==> src/rtl/i2c_reg_slave_if.sv <==
// I2C pad signals and register-file port of i2c_reg_slave.
// The slave modport is used by the design; master by whatever drives the bus.
interface i2c_reg_slave_if #(
  parameter int unsigned NUM_REGS = 16
);
  localparam int unsigned AW = $clog2(NUM_REGS);

  logic          scl_i;
  logic          scl_o;
  logic          sda_i;
  logic          sda_o;
  logic [AW-1:0] reg_addr;
  logic [7:0]    reg_wdata;
  logic          reg_we;
  logic [7:0]    reg_rdata;
  logic          start;
  logic          stop;

  modport slave (
    input  scl_i, sda_i, reg_rdata,
    output scl_o, sda_o, reg_addr, reg_wdata, reg_we, start, stop
  );

  modport master (
    output scl_i, sda_i, reg_rdata,
    input  scl_o, sda_o, reg_addr, reg_wdata, reg_we, start, stop
  );
endinterface

==> src/rtl/i2c_reg_slave.sv <==
// I2C slave with a register pointer and auto-incrementing register-file writes.
// Define I2C_READBACK_EN to add readback of the register file over I2C reads.
module i2c_reg_slave #(
  parameter logic [6:0]  ADDRESS    = 7'h4A,
  parameter int unsigned NUM_REGS   = 16,
  parameter int unsigned FILTER_LEN = 4
) (
  input logic            clk,
  input logic            reset,
  i2c_reg_slave_if.slave bus
);
  localparam int unsigned AW = $clog2(NUM_REGS);
  localparam int unsigned FW = $clog2(FILTER_LEN + 1);

  typedef enum logic [2:0] {
    StIdle, StAddr, StPtr, StWdata, StWaitStop
`ifdef I2C_READBACK_EN
    , StRdata
`endif
  } state_e;

  // Index 0 is SCL, index 1 is SDA.
  logic [1:0]    r_sync1, r_sync2, r_filt, r_prev;
  logic [FW-1:0] r_fcnt [2];

  always_ff @(posedge clk or posedge reset) begin
    if (reset) begin
      r_sync1 <= 2'b11;
      r_sync2 <= 2'b11;
      r_filt  <= 2'b11;
      r_prev  <= 2'b11;
      r_fcnt  <= '{default: '0};
    end else begin
      r_sync1 <= {bus.sda_i, bus.scl_i};
      r_sync2 <= r_sync1;
      r_prev  <= r_filt;
      for (int i = 0; i < 2; i++) begin
        if (r_sync2[i] == r_filt[i]) begin
          r_fcnt[i] <= '0;
        end else if (r_fcnt[i] == FW'(FILTER_LEN - 1)) begin
          r_filt[i] <= r_sync2[i];
          r_fcnt[i] <= '0;
        end else begin
          r_fcnt[i] <= r_fcnt[i] + FW'(1);
        end
      end
    end
  end

  logic w_scl_rise, w_scl_fall, w_start, w_stop;
  assign w_scl_rise = r_filt[0] & ~r_prev[0];
  assign w_scl_fall = ~r_filt[0] & r_prev[0];
  assign w_start    = r_filt[0] & r_prev[0] & r_prev[1] & ~r_filt[1];
  assign w_stop     = r_filt[0] & r_prev[0] & ~r_prev[1] & r_filt[1];

  state_e        r_state, r_pend, w_state_d, w_pend_d;
  logic [3:0]    r_bit_cnt, w_bit_cnt_d;
  logic [7:0]    r_shift, w_shift_d, r_reg_wdata, w_reg_wdata_d;
  logic [AW-1:0] r_reg_addr, w_reg_addr_d, w_addr_inc;
  logic          r_sda_o, w_sda_o_d, r_reg_we, w_reg_we_d, r_inc, w_inc_d;
  logic          r_start, w_start_d, r_stop, w_stop_d;
  logic [7:0]    w_byte;

  assign w_byte     = {r_shift[6:0], r_filt[1]};
  assign w_addr_inc = (r_reg_addr == AW'(NUM_REGS - 1)) ? '0 : r_reg_addr + AW'(1);

  always_ff @(posedge clk or posedge reset) begin
    if (reset) begin
      r_state     <= StIdle;
      r_pend      <= StIdle;
      r_bit_cnt   <= '0;
      r_shift     <= '0;
      r_sda_o     <= 1'b1;
      r_reg_addr  <= '0;
      r_reg_wdata <= '0;
      r_reg_we    <= 1'b0;
      r_inc       <= 1'b0;
      r_start     <= 1'b0;
      r_stop      <= 1'b0;
    end else begin
      r_state     <= w_state_d;
      r_pend      <= w_pend_d;
      r_bit_cnt   <= w_bit_cnt_d;
      r_shift     <= w_shift_d;
      r_sda_o     <= w_sda_o_d;
      r_reg_addr  <= w_reg_addr_d;
      r_reg_wdata <= w_reg_wdata_d;
      r_reg_we    <= w_reg_we_d;
      r_inc       <= w_inc_d;
      r_start     <= w_start_d;
      r_stop      <= w_stop_d;
    end
  end

  always_comb begin
    w_state_d     = r_state;
    w_pend_d      = r_pend;
    w_bit_cnt_d   = r_bit_cnt;
    w_shift_d     = r_shift;
    w_sda_o_d     = r_sda_o;
    w_reg_addr_d  = r_reg_addr;
    w_reg_wdata_d = r_reg_wdata;
    w_reg_we_d    = 1'b0;
    w_inc_d       = 1'b0;
    w_start_d     = 1'b0;
    w_stop_d      = 1'b0;
    // Post-write increment lands one cycle after the reg_we strobe.
    if (r_inc) w_reg_addr_d = w_addr_inc;
    if (w_start) begin
      w_start_d   = 1'b1;
      w_state_d   = StAddr;
      w_bit_cnt_d = '0;
      w_sda_o_d   = 1'b1;
    end else if (w_stop) begin
      w_stop_d    = 1'b1;
      w_state_d   = StIdle;
      w_bit_cnt_d = '0;
      w_sda_o_d   = 1'b1;
    end else begin
      unique case (r_state)
        StAddr, StPtr, StWdata: begin
          if (w_scl_rise) begin
            if (r_bit_cnt < 4'd8) begin
              w_shift_d   = w_byte;
              w_bit_cnt_d = r_bit_cnt + 4'd1;
              // NACK goes straight to StWaitStop; ACK waits for the ACK bit's falling edge.
              if (r_bit_cnt == 4'd7) begin
                w_state_d = StWaitStop;
                if (r_state == StAddr && w_byte[7:1] == ADDRESS) begin
                  if (!w_byte[0]) begin
                    w_state_d = r_state;
                    w_pend_d  = StPtr;
                  end
`ifdef I2C_READBACK_EN
                  else begin
                    w_state_d = r_state;
                    w_pend_d  = StRdata;
                  end
`endif
                end else if (r_state == StPtr && 32'(w_byte) < NUM_REGS) begin
                  w_state_d    = r_state;
                  w_pend_d     = StWdata;
                  w_reg_addr_d = w_byte[AW-1:0];
                end else if (r_state == StWdata) begin
                  w_state_d     = r_state;
                  w_pend_d      = StWdata;
                  w_reg_wdata_d = w_byte;
                  w_reg_we_d    = 1'b1;
                  w_inc_d       = 1'b1;
                end
              end
            end else if (r_bit_cnt == 4'd8) begin
              w_bit_cnt_d = 4'd9;
            end
          end else if (w_scl_fall) begin
            if (r_bit_cnt == 4'd8) begin
              w_sda_o_d = 1'b0;
            end else if (r_bit_cnt == 4'd9) begin
              w_sda_o_d   = 1'b1;
              w_bit_cnt_d = '0;
              w_state_d   = r_pend;
`ifdef I2C_READBACK_EN
              if (r_pend == StRdata) begin
                w_shift_d = bus.reg_rdata;
                w_sda_o_d = bus.reg_rdata[7];
              end
`endif
            end
          end
        end
`ifdef I2C_READBACK_EN
        StRdata: begin
          if (w_scl_rise) begin
            if (r_bit_cnt < 4'd8) begin
              w_bit_cnt_d = r_bit_cnt + 4'd1;
            end else if (r_bit_cnt == 4'd8) begin
              if (!r_filt[1]) begin
                w_bit_cnt_d  = 4'd9;
                w_reg_addr_d = w_addr_inc;
              end else begin
                w_state_d = StWaitStop;
              end
            end
          end else if (w_scl_fall) begin
            if (r_bit_cnt == 4'd8) begin
              w_sda_o_d = 1'b1;
            end else if (r_bit_cnt == 4'd9) begin
              w_shift_d   = bus.reg_rdata;
              w_sda_o_d   = bus.reg_rdata[7];
              w_bit_cnt_d = '0;
            end else if (r_bit_cnt != 4'd0) begin
              w_shift_d = {r_shift[6:0], 1'b0};
              w_sda_o_d = r_shift[6];
            end
          end
        end
`endif
        default: ;
      endcase
    end
  end

`ifndef I2C_READBACK_EN
  logic w_unused;
  assign w_unused = ^{bus.reg_rdata, r_shift[7]};
`endif

  assign bus.scl_o     = 1'b1;
  assign bus.sda_o     = r_sda_o;
  assign bus.reg_addr  = r_reg_addr;
  assign bus.reg_wdata = r_reg_wdata;
  assign bus.reg_we    = r_reg_we;
  assign bus.start     = r_start;
  assign bus.stop      = r_stop;
endmodule
==> src/flat_wrapper.sv <==
// flat-port wrapper written by rule: the top's interface ports become plain ports
module i2c_reg_slave_flat 
#(
  parameter logic [6:0]  ADDRESS    = 7'h4A,
  parameter int unsigned NUM_REGS   = 16,
  parameter int unsigned FILTER_LEN = 4
)
  (clk, reset, bus_scl_i, bus_sda_i, bus_reg_rdata, bus_scl_o, bus_sda_o, bus_reg_addr, bus_reg_wdata, bus_reg_we, bus_start, bus_stop);
  i2c_reg_slave_if #(.NUM_REGS(NUM_REGS)) bus_i ();
  input logic clk;
  input logic reset;
  input wire logic [$bits(bus_i.scl_i)-1:0] bus_scl_i;
  input wire logic [$bits(bus_i.sda_i)-1:0] bus_sda_i;
  input wire logic [$bits(bus_i.reg_rdata)-1:0] bus_reg_rdata;
  output wire logic [$bits(bus_i.scl_o)-1:0] bus_scl_o;
  output wire logic [$bits(bus_i.sda_o)-1:0] bus_sda_o;
  output wire logic [$bits(bus_i.reg_addr)-1:0] bus_reg_addr;
  output wire logic [$bits(bus_i.reg_wdata)-1:0] bus_reg_wdata;
  output wire logic [$bits(bus_i.reg_we)-1:0] bus_reg_we;
  output wire logic [$bits(bus_i.start)-1:0] bus_start;
  output wire logic [$bits(bus_i.stop)-1:0] bus_stop;
  assign bus_i.scl_i = bus_scl_i;
  assign bus_i.sda_i = bus_sda_i;
  assign bus_i.reg_rdata = bus_reg_rdata;
  assign bus_scl_o = bus_i.scl_o;
  assign bus_sda_o = bus_i.sda_o;
  assign bus_reg_addr = bus_i.reg_addr;
  assign bus_reg_wdata = bus_i.reg_wdata;
  assign bus_reg_we = bus_i.reg_we;
  assign bus_start = bus_i.start;
  assign bus_stop = bus_i.stop;
  i2c_reg_slave #(.ADDRESS(ADDRESS), .NUM_REGS(NUM_REGS), .FILTER_LEN(FILTER_LEN)) u_core (.clk(clk), .reset(reset), .bus(bus_i));
endmodule
==> config.mk <==
export PLATFORM = sky130hd
export DESIGN_NAME = i2c_reg_slave_flat
export DESIGN_NICKNAME = d
export VERILOG_FILES = /design/src/rtl/i2c_reg_slave_if.sv /design/src/rtl/i2c_reg_slave.sv /design/src/flat_wrapper.sv
export SDC_FILE = /design/constraint.sdc
export NUM_CORES = 1
export LEC_CHECK = 0
export ABC_CLOCK_PERIOD_IN_PS = 4500
export CAP_MARGIN = 20
export CORE_UTILIZATION = 30
export DETAILED_ROUTE_END_ITERATION = 8
export GPL_TIMING_DRIVEN = 0
export PLACE_DENSITY = 0.54
export SETUP_SLACK_MARGIN = 0.2
export SLEW_MARGIN = 10
export SYNTH_ARGS = -nofsm -noshare
export SYNTH_HDL_FRONTEND = slang
export SYNTH_SLANG_ARGS = --single-unit
==> constraint.sdc <==
create_clock -name clk -period 4.5 [get_ports clk]
set_input_delay 0.675 -clock clk [delete_from_list [all_inputs] [get_ports clk]]
set_output_delay 0.675 -clock clk [all_outputs]
set_load 0.05 [all_outputs]
# Word-level counts from Yosys, hierarchy flattened
# Index checks and enable logic that the tools add are counted.
# totals
regBits	47
inputBits	12
# op_classes
n_addsub	4
magnitude_cmp	2
eq_ne	21
n_mux	59
n_bitwise	17
n_reduce_logical	17
# ops
cell	count
$mux 4	19
$mux 3	21
$mux 1	19
$reduce_and 9->1	2
$ne 5x5->1 const B	3
$eq 3x2->1 const B	4
$eq 4x4->1 const B	3
$reduce_bool 4->1	3
$not 1->1	10
$reduce_and 5->1	2
$reduce_bool 3->1	3
$add 4x1->4 const B	2
$lt 8x5->1 const B	1
$ne 4x4->1 const B	2
$reduce_and 8->1	1
$and 1x1->1	7
$eq 7x7->1 const B	1
$add 3x1->3 const B	2
$ne 5x4->1 const B	1
$eq 4x3->1 const B	1
$lt 4x4->1 const B	1
$ne 4x1->1 const B	1
$reduce_and 2->1	2
$reduce_and 4->1	1
other kinds (6)	8

# Depth between registers and ports, before layout
# Gate-level depths: netlist (run 1).
# depth
depth_word	11
depth_mapped	8
depth_no_buf	7

# Least setup slack after synthesis (run 1)
# Ideal clock, no wire load.
# synth_timing
kind	register -> register
from	register u_core.r_filt[0]
to	register u_core.r_state[0]
setup_time_ns	0.128
arrival_time_ns	1.808
t_required_ns	4.372
path_slack_ns	2.564
path_stages_with_launch	8
path_cell_list	dfstp_2 ha_1 inv_1 a211oi_1 or2_2 clkbuf_1 o21ai_2 mux2_1
# synth_between
elab_chain_cells	5
elab_cells_between_ends	22
# synth_rtl
item	line_no	rtl
start, declared	i2c_reg_slave.sv:23	logic [1:0] r_sync1, r_sync2, r_filt, r_prev;
start signal, assigned by index	i2c_reg_slave.sv:41	r_filt[i] <= r_sync2[i];
$and 1x1->1, on equally long branches	i2c_reg_slave.sv:53, i2c_reg_slave.sv:54, i2c_reg_slave.sv:51	
$and 1x1->1, or another cell as far along (2 in a row)	i2c_reg_slave.sv:54	assign w_stop = r_filt[0] & r_prev[0] & ~r_prev[1] & r_filt[1];
$ne 5x4->1 (no source line), or another cell as far along	--	
$reduce_and 9->1 (no source line) or $mux 3 (tied branches)	--	
end signal, assigned	i2c_reg_slave.sv:69	r_state <= StIdle;
end signal, assigned	i2c_reg_slave.sv:81	r_state <= w_state_d;
end, declared	i2c_reg_slave.sv:56	state_e r_state, r_pend, w_state_d, w_pend_d;
# Several ways; a longest one is shown, not always the timed one. The select of a mux whose other input is x is not followed.
# A chain may end at the register's enable or synchronous reset.

# Worst setup path after layout (run 1)
# layout_timing
from	register u_core.r_sda_o, in the netlist u_core.bus.sda_o
to	output bus_sda_o
# layout_rtl
item	line_no	rtl
start, declared	i2c_reg_slave.sv:60	logic r_sda_o, w_sda_o_d, r_reg_we, w_reg_we_d, r_inc, w_inc_d;
start signal, assigned	i2c_reg_slave.sv:85	r_sda_o <= w_sda_o_d;
end, declared	flat_wrapper.sv:16	output wire logic [$bits(bus_i.sda_o)-1:0] bus_sda_o;
# No word-level cell between the ends.

==> qor.yml, run 1 <==
syn_to_final_growth_pct: 20.58
diodes: 0
drc_errors: 0
gp_congestion: 0.7222
reg2reg_from: "u_core.r_filt[0]"
power.density_nw_per_um2: 415.3
synth_edf_count: 0
die_y_um: 86.11
min_period_over_period_pct: 51.07
ys_seq_area_share_pct: 54.78
cts_tree: "built"
grt_max_degree: 27
regArea_um2: 1162
hold_class: "flop to flop"
slowest_stage: "clkdlybuf4s50_1"
crit_path_start_kind: "flop"
via_per_inst: 4.466
hold_viol: 0
path_max_fanout: 2
hold_path_end: "u_core.r_sync2[0]"
clk_path_buf_depth: 2
numCtsBuffers: 5
r2r_slack_ns: 2.33
worst_ir_drop_vdd_mv: 0.2532
grt_antenna_before_repair: 0
drt_iter0_markers: 79
status: "finished clean"
fmax_mhz: 435.1
critPathMaxStageDelay_ns: 0.80
gr-total-overflow: 0
htreeDepth: 2
ios: 29
grt_pass1_vias: 1309
routedWlPerCell_um: 11.87
routed_wl_mm: 3.513
multi_input_area_um2: 890.9
r2r_cells: 7
holdPathStages: 0
finClkSkew_ns: 0.005570
post-route-min-period_ns: 2.298
post-dp-hpwl_mm: 2.476
p_total_w: 0.001063
tightest_slew_ns: 0.5904
core_region_area_um2: 6832
path_class: "flop to primary output"
yosys.area.top_type_share_pct: 43.63
synth-seq-cells: 46
ant_nets: 0
rsz0062_at_grt: "no"
p_leak_nw: 1.105
cp_top_family: "buffers and inverters"
grt_use_total_pct: 10.78
syn_area_um2: 2122
nFillCells: 688
cp.required_ns: 3.83
critPathCaptureType: "primary output"
fp-row-count: 30
vias: 1322
synthArstFlopShare_pct: 100.0
die_area_um2: 7414
setup_viol_count_final: 0
grt_pass1_wl_mm: 6.230
max-cap-violations: 0
cts_setup_buffers: 0
cp_cell_sequence: "clkdlybuf4s50_1"
ys_types: 42
yosys_warnings: 0
slew_headroom_pct: 60.42
clockRootBuffer: "clkbuf_8"
clk_latency_ns: 0.29
port_buffers: 19
drt-pass1-iter-count: 4
synth_top_area_cell: "dfrtp_1"
synth.avg_cell_area_um2: 12.34
fin_setup_tns_ns: 0
post_cts_resize_count: 0
ys.flop_type: "dfrtp_1"
cts_sinks: 46
die_w_um: 86.11
crit_arrival_ns: 1.62
synthesis.nets: 193
start_util_pct: 31.06
r2r_end: "u_core.r_state[0]"
synth_cells: 172
nets: 220
synthTopCellsByArea: "dfrtp_1, dfstp_2, mux2_2"
postCtsHoldBufs: 0
crit_buf_inv: 1
cts.clk_slew.worst_paths_ns: 0.08
slew_viol_final: 0
hp-start: "u_core.r_sync1[0]"
drive_above_1_share_pct: 25.50
cell usage after synthesis, types with 3 or more instances:
cell type,count
dfrtp_1,37
mux2_2,20
inv_1,11
a21oi_1,10
dfstp_2,9
ha_1,9
o21ai_0,9
nand2_1,8
nor3_1,6
nor3b_1,5
nand3_1,4
nor2_1,4
xnor2_1,4
nor2b_1,3
cells by family after synthesis:
family                     count (synthesis)  share of synthesized area [%]
AOI/OAI and AO/OA                         28                          8.196
xor gates and xnor gates                   4                          1.651
adders and majority gates                  9                          5.307
buffers and inverters                     15                          3.243
DFF                                       46                          54.78
muxes                                     22                          11.62
other                                      1                         0.1767
and+or+nand+nor                           47                          15.04
placed cells by master, fill, tap and decap left out, drive strengths merged, types with 2 or more instances in the layout:
master,netlist,final
dfrtp,37,37
mux2,21,21
clkdlybuf4s50,0,19
inv,11,11
o21ai,11,11
a21oi,10,10
ha,9,9
dfstp,9,9
nor3,9,9
nand2,8,8
clkbuf,1,8
nor3b,5,5
xnor2,4,4
nand3,4,4
nor2,4,4
buf,3,4
nor2b,3,3
o21bai,2,2
nand2b,2,2
or2,2,2
or4b,2,2
registers in the layout (all words and copies together), names as in the netlist:
signal and cells:
u_core.bus.start 1, u_core.r_filt 2, u_core.r_fcnt 6, u_core.bus.reg_wdata 8, u_core.bus.sda_o 1, u_core.bus.reg_we 1
u_core.r_shift 7, u_core.bus.reg_addr 4, u_core.r_sync1 2, u_core.r_pend 2, u_core.r_sync2 2, u_core.bus.stop 1
u_core.r_bit_cnt 4, u_core.r_state 3, u_core.r_prev 2
routing by layer:
layer	up-vias	GRT usage (%)	wire length, um	part of all wire [%]
met5	-	0	0	0
met1	640	15.87	1821	52
met3	6	2.887	92	2.6
met2	17	15.01	1542	44
met4	0	4.091	57	1.6
li1	659	-	-	-
power by group:
part / switching (W) / total (W) / internal [W]
sequential: 0.0000366 / 0.000514 / 0.000477
combinational: 0.000150 / 0.000248 / 0.0000980
clock: 0.000135 / 0.000301 / 0.000166
total: 0.000321 / 0.00106 / 0.000741
how the worst max path moves through the flow:
| stage | from | end | slack [ns] | cells past startpoint |
|---|---|---|---|---|
| floorplan | u_core.r_filt[0] | u_core.r_state[0] | 2.56 | 7 |
| global placement | reset | u_core.r_bit_cnt[0] | 1.81 | 2 |
| detailed placement | u_core.r_filt[0] | u_core.r_state[0] | 2.33 | 7 |
| CTS | u_core.bus.sda_o | bus_sda_o | 2.18 | 1 |
| global route | u_core.bus.sda_o | bus_sda_o | 2.15 | 1 |
| finish | u_core.bus.sda_o | bus_sda_o | 2.20 | 1 |
through the flow:
stage                     hold slack (ns)  cell area, um2  util [%]  instances  worst slack, ns
after floorplan                    0.3452            2122         -        172            2.564
after CTS                          0.3589            2559     37.45        296            2.180
after global routing               0.3647            2559     37.45        296            2.154
after global placement             0.3452            2432     35.60        287            1.810
final                              0.3581            2559     37.45        296            2.202
after detailed placement           0.3469            2452     35.90        288            2.329
final cells by class:
class / count / share of cell area [%]
Sequential cell: 46 / 45.43
Multi-Input combinational cell: 111 / 34.82
Timing Repair Buffer: 20 / 8.215
Tap cell: 96 / 4.694
Clock buffer: 7 / 2.983
Inverter: 11 / 1.614
Clock inverter: 1 / 1.174
Buffer: 4 / 1.076
No activity file was read; power rests on OpenSTA's default activity.
==> run 2, diff against run 1 <==
Settings changed: ABC_CLOCK_PERIOD_IN_PS 4500 to 2300.
Clock period 4.5 ns to 2.3 ns, I/O delays scaled along.
==> qor.yml, run 2 (synthesis gave the netlist of run 1 again) <==
status: "finished clean"  # unchanged
drive_above_1_share_pct: 29.27  # was 25.50%
tightest_slew_ns: 0.5959  # was 0.5904 ns
drc_errors: 0  # unchanged
fmax_mhz: 482.0
layout_commonest_cell: "dfrtp_1"  # unchanged
clockRootBuffer: "clkbuf_8"  # unchanged
p_leak_nw: 1.145  # was 1.105 nW
vias: 1343  # was 1322
min_period_over_period_pct: 90.21
routed_wl_mm: 3.528  # was 3.513 mm
cts.clk_slew.worst_paths_ns: 0.08  # about the same
finalInstanceArea_um2: 2625  # was 2559 um2
syn_to_final_growth_pct: 23.70  # was 20.58%
start_util_pct: 31.06  # unchanged
drt_iter0_markers: 68  # was 79
numCtsBuffers: 5  # unchanged
slowest_stage: "dfstp_2"  # was clkdlybuf4s50_1
pre_cts_ws_ns: 0.1291  # was 2.329 ns
ios: 29  # unchanged
routedWlPerCell_um: 11.72  # was 11.87 um
fp-row-count: 30  # unchanged
grt_use_total_pct: 10.78  # unchanged
hold_class: "flop to flop"  # unchanged
path_class: "flop to flop"  # was flop to primary output
path_max_fanout: 9  # was 2
setup_ws_ns: 0.2252  # was 2.202 ns
nFillCells: 689  # was 688
crit_arrival_ns: 2.26  # was 1.62 ns
p_switching_w: 0.0006455  # was 0.0003213 W
die_y_um: 86.11  # unchanged
grt_pass1_wl_mm: 6.230  # unchanged
cp.required_ns: 2.48  # was 3.83 ns
clk_latency_ns: 0.29  # about the same
gr-total-overflow: 0  # unchanged
grt_max_degree: 27  # unchanged
setup_viol_count_final: 0  # unchanged
diodes: 0  # unchanged
port_buffers: 19  # unchanged
post-route-min-period_ns: 2.075
core_region_area_um2: 6832  # unchanged
ant_nets: 0  # unchanged
grt_pass1_vias: 1309  # unchanged
cp_cell_sequence: "buf_6 -> xnor2_1 -> o21ai_4 -> nor3_2 -> mux2_2"  # was clkdlybuf4s50_1
critPathMaxStageDelay_ns: 0.54  # was 0.80 ns
critPathCaptureType: "flop"  # was primary output
rsz0062_at_grt: "yes"  # was no
nets: 225  # was 220
via_per_inst: 4.462  # was 4.466
p_int_w: 0.001495  # was 0.0007413 W
finClkSkew_ns: 0.005418  # was 0.005570 ns
largest_reg_flops: 8  # unchanged
slew_viol_final: 0  # unchanged
worst_ir_drop_vdd_mv: 0.4964  # was 0.2532 mV
die_area_um2: 7414  # unchanged
htreeDepth: 2  # unchanged
gp_congestion: 0.7222  # unchanged
grt_antenna_before_repair: 0  # unchanged
hold_viol: 0  # unchanged
slew_headroom_pct: 60.06  # was 60.42%
die_w_um: 86.11  # unchanged
final_cell_mix: "dfrtp_1, mux2_2, clkdlybuf4s50_1"  # unchanged
power_frac_comb_pct: 25.6  # was 23.3%
post-dp-hpwl_mm: 2.476  # unchanged
postCtsHoldBufs: 0  # unchanged
p_seq_share_pct: 47.0  # was 48.3%
max-cap-violations: 0  # unchanged
power.density_nw_per_um2: 815.5  # was 415.3 nW/um2
drt-pass1-iter-count: 4  # unchanged
clk_path_buf_depth: 2  # unchanged
swShare_pct: 30.15  # was 30.24%
placed_area_um2: 2452  # unchanged
cts_tree: "built"  # unchanged
cts_sinks: 46  # unchanged
clkPwrFrac_pct: 27.4  # was 28.3%
crit_path_start_kind: "flop"  # unchanged
run 2: cell types whose count changed in the layout (fill, tap and decap cells not counted), sizes merged:
cell / delta
buf: +5
run 2: repair_timing:
| item | 4_1_cts | 5_1_grt |
|---|---|---|
| buffers inserted | 0 | 5 |
| resized for setup | 1 | 4 |
| setup endpoints to repair | 1 | 19 |
| gates cloned | 0 | 0 |
| pin swaps | 0 | 2 |
run 2: worst paths after layout:
check                      slack (ns)  cells past startpoint               from                       to
max                              0.23                      5   u_core.r_filt[1]        u_core.r_shift[6]
min                              0.36                      0  u_core.r_sync1[0]        u_core.r_sync2[0]
max reg2reg                      0.23                      5   u_core.r_filt[1]        u_core.r_shift[6]
min reg2reg                      0.36                      0  u_core.r_sync1[0]        u_core.r_sync2[0]
max in group asynchronous        1.37                      3              reset         u_core.r_prev[0]
min in group asynchronous        0.37                      2              reset  u_core.bus.reg_wdata[3]
run 2: metrics by stage:
| step | util, % | power [W] | TNS [ns] | instances | hold WS [ns] |
|---|---|---|---|---|---|
| global placement | 35.60 | 0.001506 | -2.156 | 287 | 0.3452 |
| CTS | 37.47 | 0.002111 | 0 | 296 | 0.3589 |
| detailed placement | 35.90 | 0.001509 | 0 | 288 | 0.3469 |
| finish | 38.42 | 0.002141 | 0 | 301 | 0.3574 |
| floorplan | - | 0.001390 | 0 | 172 | 0.3452 |
| global route | 38.42 | 0.002287 | 0 | 301 | 0.3647 |
run 2: final cells by class:
cell class	count	area (um2)	area share (%)
well taps	96	120.1	4.576
clock buffers	7	76.32	2.908
inverters	11	41.29	1.573
plain buffers	4	28.78	1.096
clock inverters	1	30.03	1.144
repair buffers	25	260.3	9.914
flip-flops and latches	46	1164	44.33
multi-input cells	111	904.6	34.46
run 2: metal layers:
layer	GRT usage, %	vias to the layer above	wire [um]
met4	4.091	0	52
met1	15.87	649	1804
met2	15.01	19	1581
li1	-	669	-
met3	2.887	6	90
met5	0	-	0
run 2: critical path, delay by kind of cell, from the launching register on:
family          cells  cell delay, ns
compound gates      1            0.18
xor+xnor            1            0.22
simple gates        1            0.48
flops               1            0.54
mux                 1            0.40
buf+inv             1            0.14
run 2: power by group through the flow:
stage | combinational (W) | sequential [W] | clock [W]
final | 0.000548 | 0.00101 | 0.000587
after floorplan | 0.000346 | 0.00104 | 0
after global routing | 0.000615 | 0.00103 | 0.000646
after CTS | 0.000491 | 0.00101 | 0.000612
after global placement | 0.000486 | 0.00102 | 0
after detailed placement | 0.000485 | 0.00102 | 0
==> RTL change 1: new RTL, settings of run 2 <==
The 5 states of `state_e` get a one-hot encoding in 5 bits.
--- a/src/rtl/i2c_reg_slave.sv
+++ b/src/rtl/i2c_reg_slave.sv
@@ -12,8 +12,8 @@
   localparam int unsigned AW = $clog2(NUM_REGS);
   localparam int unsigned FW = $clog2(FILTER_LEN + 1);
 
-  typedef enum logic [2:0] {
-    StIdle, StAddr, StPtr, StWdata, StWaitStop
+  typedef enum logic [4:0] {
+    StIdle = 5'b00001, StAddr = 5'b00010, StPtr = 5'b00100, StWdata = 5'b01000, StWaitStop = 5'b10000
 `ifdef I2C_READBACK_EN
     , StRdata
 `endif
Check against the original RTL: same outputs for any inputs over 10 cycles, from zero or initial values and one cycle with reset high; not proved beyond that.
==> RTL change 1 against run 2 <==
Sequential power up 14%; sequential share of layout area increased by 1.2 points; total power rose by 13%; synthesized area is 4.8% higher; worst setup slack improved by 0.059 ns; via count up 5.4%; wire length rose by 9.2%; design area grew 3.8%; sequential cell count rose by 3; highest routed layer unchanged.
==> RTL change 1: results (changes against run 2) <==
| Metric | Value |
|---|---|
| Status | complete, no violations (unchanged) |
| Syn-to-layout area delta | 22.4% (was 23.7%) |
| Seq cells | 49 (was 46) |
| Non-clk buf share | 0.107 (was 0.110) |
| GPL Wtd Cong | 0.740 (was 0.722) |
| Placed insts | 297 (was 288) |
| Hold slack final | 0.362 ns (was 0.357 ns) |
| Total combinational power | 0.000730 W (was 0.000548 W) |
| Critical Path AT | 2.20 ns (was 2.26 ns) |
| CTS buffer count | 5 (unchanged) |
| Dpl ws | 0.161 ns (was 0.129 ns) |
| Nets | 230 (was 225) |
| Reg2Reg Depth | 7 (was 5) |
| R2R setup slack | 0.28 ns (was 0.23 ns) |
| Initial antenna violation count | 0 (unchanged) |
| P_leak | 1.22 nW (was 1.15 nW) |
| Clock-cell share | 0.0345 (was 0.0405) |
| First-pass GRT wire length | 6640 µm (was 6230 µm) |
| CP max stage delay | 0.59 ns (was 0.54 ns) |
| Non-clock inverter count | 11 (unchanged) |
| Post-synthesis sequential area ratio | 0.557 (was 0.548) |
| Reported clock group power | 0.000532 W (was 0.000587 W) |
| Synthesized area per cell | 12.5 µm² (was 12.3 µm²) |
| DRT iter0 DRCs | 35 (was 68) |
| Via count | 1415 (was 1343) |
| Synth Net Count | 199 (was 193) |
| Multi-input logic portion of the cell area | 0.343 (was 0.345) |
| Post-DP HPWL | 2710 µm (was 2480 µm) |
| Largest net degree at the start of global routing | 26 (was 27) |
| Multi-Input Combinational | 113 (was 111) |
| Met3 routed WL | 92 µm (was 90 µm) |
| Worst Path Max Fanout | 10 (was 9) |
| Root buf cell | clkbuf_8 (unchanged) |
| Setup Skew | 0.0107 ns (was 0.00542 ns) |
| Max VDD drop | 0.535 mV (was 0.496 mV) |
| HP Start | u_core.r_sync1[1] (was u_core.r_sync1[0]) |
| Post-synthesis cell type count | 38 (was 42) |
| Worst r2r src | u_core.r_filt[0] (was u_core.r_filt[1]) |
| Routed len/inst | 12.5 µm (was 11.7 µm) |
| Hold endpoint | u_core.r_sync2[1] (was u_core.r_sync2[0]) |
| Fill cell count | 739 (was 689) |
| Worst Max-Slew Pin Slew | 0.570 ns (was 0.596 ns) |
| Clock Power Share | 0.221 (was 0.274) |
| Routed vias/inst | 4.58 (was 4.46) |
| Metal-1 WL | 1920 µm (was 1800 µm) |
| Layout cells sized above 1 | 0.271 (was 0.293) |
| Core Area | 7210 µm² (was 6830 µm²) |
| Largest cells by area after synthesis | dfrtp_1, dfstp_2, mux2_2, ha_1, mux2_4 (was dfrtp_1, dfstp_2, mux2_2, ha_1, a21oi_1) |
| Sw Share | 0.330 (was 0.302) |
| WL met2 | 1780 µm (was 1580 µm) |
| All-Layer GR Usage | 0.113 (was 0.108) |
| Cell Area, Placed | 2560 µm² (was 2450 µm²) |
| R2R Path End | u_core.r_shift[2] (was u_core.r_shift[6]) |
## RTL change 1: what timing repair did
item,CTS,global route
pin swaps,0,1
setup buffers,0,4
endpoints found under the setup margin,12,21
gates resized for setup,1,7
## RTL change 1: critical path, delay by kind of cell, from the launching register on
family                     cells  cell delay, ns
muxes                          1            0.29
AOI/OAI and AO/OA              1            0.17
DFF                            1            0.59
and+or+nand+nor                1            0.36
buffers and inverters          3            0.36
adders and majority gates      1            0.15
## RTL change 1: worst max path at each step
| stage | slack (ns) | start | end | cells past startpoint |
|---|---|---|---|---|
| after global placement | -0.19 | reset | u_core.r_bit_cnt[1] | 2 |
| after global routing | 0.19 | u_core.r_filt[0] | u_core.r_shift[1] | 7 |
| after floorplan | 0.33 | u_core.r_filt[0] | u_core.r_shift[0] | 7 |
| after CTS | 0.21 | u_core.r_filt[0] | u_core.r_shift[2] | 7 |
| after detailed placement | 0.16 | u_core.r_filt[0] | u_core.bus.reg_wdata[5] | 7 |
| final | 0.28 | u_core.r_filt[0] | u_core.r_shift[2] | 7 |
## RTL change 1: kinds of logic (layout without fill, tap and decap cells)
group / Yosys count / count (layout) / synth area share
and+or+nand+nor: 41 / 41 / 0.106
AOI/OAI and AO/OA: 36 / 36 / 0.107
muxes: 21 / 21 / 0.118
other: 1 / 1 / 0.00169
buffers and inverters: 16 / 48 / 0.0394
adders and majority gates: 9 / 9 / 0.0506
DFF: 49 / 49 / 0.557
xor gates and xnor gates: 5 / 5 / 0.0197
## RTL change 1: per-layer routing
layer,GRT usage,up-vias
met4,0.0440,0
met3,0.0283,6
met5,0,-
met1,0.151,702
met2,0.176,16
li1,-,691
==> RTL change 2: new RTL, settings of run 2 <==
Made on the original files. `NUM_REGS` is set to 16 in 3 places; all go to 32.
--- a/src/rtl/i2c_reg_slave_if.sv
+++ b/src/rtl/i2c_reg_slave_if.sv
@@ -1,7 +1,7 @@
 // I2C pad signals and register-file port of i2c_reg_slave.
 // The slave modport is used by the design; master by whatever drives the bus.
 interface i2c_reg_slave_if #(
-  parameter int unsigned NUM_REGS = 16
+  parameter int unsigned NUM_REGS = 32
 );
   localparam int unsigned AW = $clog2(NUM_REGS);
 
--- a/src/rtl/i2c_reg_slave.sv
+++ b/src/rtl/i2c_reg_slave.sv
@@ -2,7 +2,7 @@
 // Define I2C_READBACK_EN to add readback of the register file over I2C reads.
 module i2c_reg_slave #(
   parameter logic [6:0]  ADDRESS    = 7'h4A,
-  parameter int unsigned NUM_REGS   = 16,
+  parameter int unsigned NUM_REGS   = 32,
   parameter int unsigned FILTER_LEN = 4
 ) (
   input logic            clk,
--- a/src/flat_wrapper.sv
+++ b/src/flat_wrapper.sv
@@ -2,7 +2,7 @@
 module i2c_reg_slave_flat 
 #(
   parameter logic [6:0]  ADDRESS    = 7'h4A,
-  parameter int unsigned NUM_REGS   = 16,
+  parameter int unsigned NUM_REGS   = 32,
   parameter int unsigned FILTER_LEN = 4
 )
   (clk, reset, bus_scl_i, bus_sda_i, bus_reg_rdata, bus_scl_o, bus_sda_o, bus_reg_addr, bus_reg_wdata, bus_reg_we, bus_start, bus_stop);
Ports: changed (resized bus_reg_addr); port bits go from 29 to 30. No check against the original RTL was run, so the function may have changed too.
==> RTL change 2 against run 2 <==
Sequential cell count grew 1; hold slack lost 0.023 ns; worst setup slack gained 0.080 ns; count of clock-buffer cells in the layout shrank 1; design area grew 4.0%; total power grew 9.4%; global-route usage grew 0.31 points; synthesized area grew 5.9%; sequential share of layout area shrank 0.84 points; wire length grew 11%; critical path type unchanged; largest cell class unchanged; largest power group unchanged; highest routed layer unchanged.
==> RTL change 2: results (changes against run 2) <==
| Metric | Value |
|---|---|
| First-pass GRT wire length | 6600 µm (was 6230 µm) |
| Met1 GRT Util | 0.154 (was 0.159) |
| Largest net degree at the start of global routing | 33 (was 27) |
| Port Buffers | 20 (was 19) |
| Worst Path Max Fanout | 6 (was 9) |
| P_sw | 0.000807 W (was 0.000646 W) |
| M2 GR Usage | 0.166 (was 0.150) |
| Crit path capture | u_core.bus.reg_wdata[6] (was u_core.r_shift[6]) |
| R2R setup slack | 0.31 ns (was 0.23 ns) |
| Reported clock group power | 0.000489 W (was 0.000587 W) |
| Met3 routed WL | 122 µm (was 90 µm) |
| Cell Area, Placed | 2590 µm² (was 2450 µm²) |
| Period utilisation layout | 0.867 (was 0.902) |
| # resized after CTS | 2 (was 1) |
| DRT iter0 DRCs | 64 (was 68) |
| ANT cells | 0 (unchanged) |
| Power per cell area | 858 nW/µm² (was 816 nW/µm²) |
| Hold slack final | 0.335 ns (was 0.357 ns) |
| Total combinational power | 0.000738 W (was 0.000548 W) |
| All-Layer GR Usage | 0.111 (was 0.108) |
| M3 GR Usage | 0.0308 (was 0.0289) |
| Post-synth top cells | dfrtp_1, mux2_2, ha_1, dfstp_2, nand2_1 (was dfrtp_1, mux2_2, inv_1, a21oi_1) |
| Final non-filler cell total | 309 (was 301) |
| HP Class | input pin to asynchronous set/reset pin (was flip-flop to flip-flop) |
| Cells after synthesis | 178 (was 172) |
| Critical Path AT | 2.18 ns (was 2.26 ns) |
| Dpl ws | -0.0882 ns (was 0.129 ns) |
| Metal-1 WL | 1960 µm (was 1800 µm) |
| Slew HR | 0.663 (was 0.601) |
| Clk_lat worst skew | 0.30 ns |
| CTS buffer count | 5 (unchanged) |
| Post-DP HPWL | 2800 µm (was 2480 µm) |
| WL met2 | 1780 µm (was 1580 µm) |
| Setup Buffers After CTS | 3 (was 0) |
| Post-synthesis sequential area ratio | 0.528 (was 0.548) |
| Reg2Reg Depth | 6 (was 5) |
| Initial antenna violation count | 0 (unchanged) |
| Status | complete, no violations (unchanged) |
| Fill cell count | 739 (was 689) |
| Max VDD drop | 0.399 mV (was 0.496 mV) |
| Largest cells by area after synthesis | dfrtp_1, mux2_2, dfstp_2, ha_1, nor2b_1 (was dfrtp_1, dfstp_2, mux2_2, ha_1, a21oi_1) |
| Nets | 231 (was 225) |
| Layout cells sized above 1 | 0.271 (was 0.293) |
| Root buf cell | clkbuf_8 (unchanged) |
| Setup Skew | 0.00699 ns (was 0.00542 ns) |
| Post-synthesis cell type count | 43 (was 42) |
| GPL Wtd Cong | 0.765 (was 0.722) |
| P_leak | 1.21 nW (was 1.15 nW) |
| Via count | 1449 (was 1343) |
| WL final | 3920 µm (was 3530 µm) |
| Placed insts | 298 (was 288) |
| Synth Net Count | 200 (was 193) |
-- RTL change 2: layout make-up --
type	instances	area [µm²]	area share
clock inverters	2	12.5	0.00458
well taps	99	124	0.0454
plain buffers	3	16.3	0.00596
flip-flops and latches	47	1190	0.435
clock buffers	6	72.6	0.0266
inverters	7	26.3	0.00962
multi-input cells	121	1040	0.381
repair buffers	24	250	0.0917
-- RTL change 2: cell families (layout without fill, tap and decap cells) --
kind of cell | count (synthesis) | in the layout | synth area share
AOI/OAI and AO/OA | 20 | 20 | 0.0724
xor gates and xnor gates | 4 | 4 | 0.0156
adders and majority gates | 10 | 10 | 0.0557
buffers and inverters | 10 | 42 | 0.0189
DFF | 47 | 47 | 0.528
muxes | 27 | 27 | 0.134
other | 1 | 1 | 0.00167
and+or+nand+nor | 59 | 59 | 0.173
-- RTL change 2: worst max-delay path: stages (launching register included) --
cell	delay [ns]
dfstp_2	0.56
xor2_1	0.13
and2_1	0.18
buf_2	0.17
nor4b_4	0.34
buf_6	0.17
mux2_2	0.33
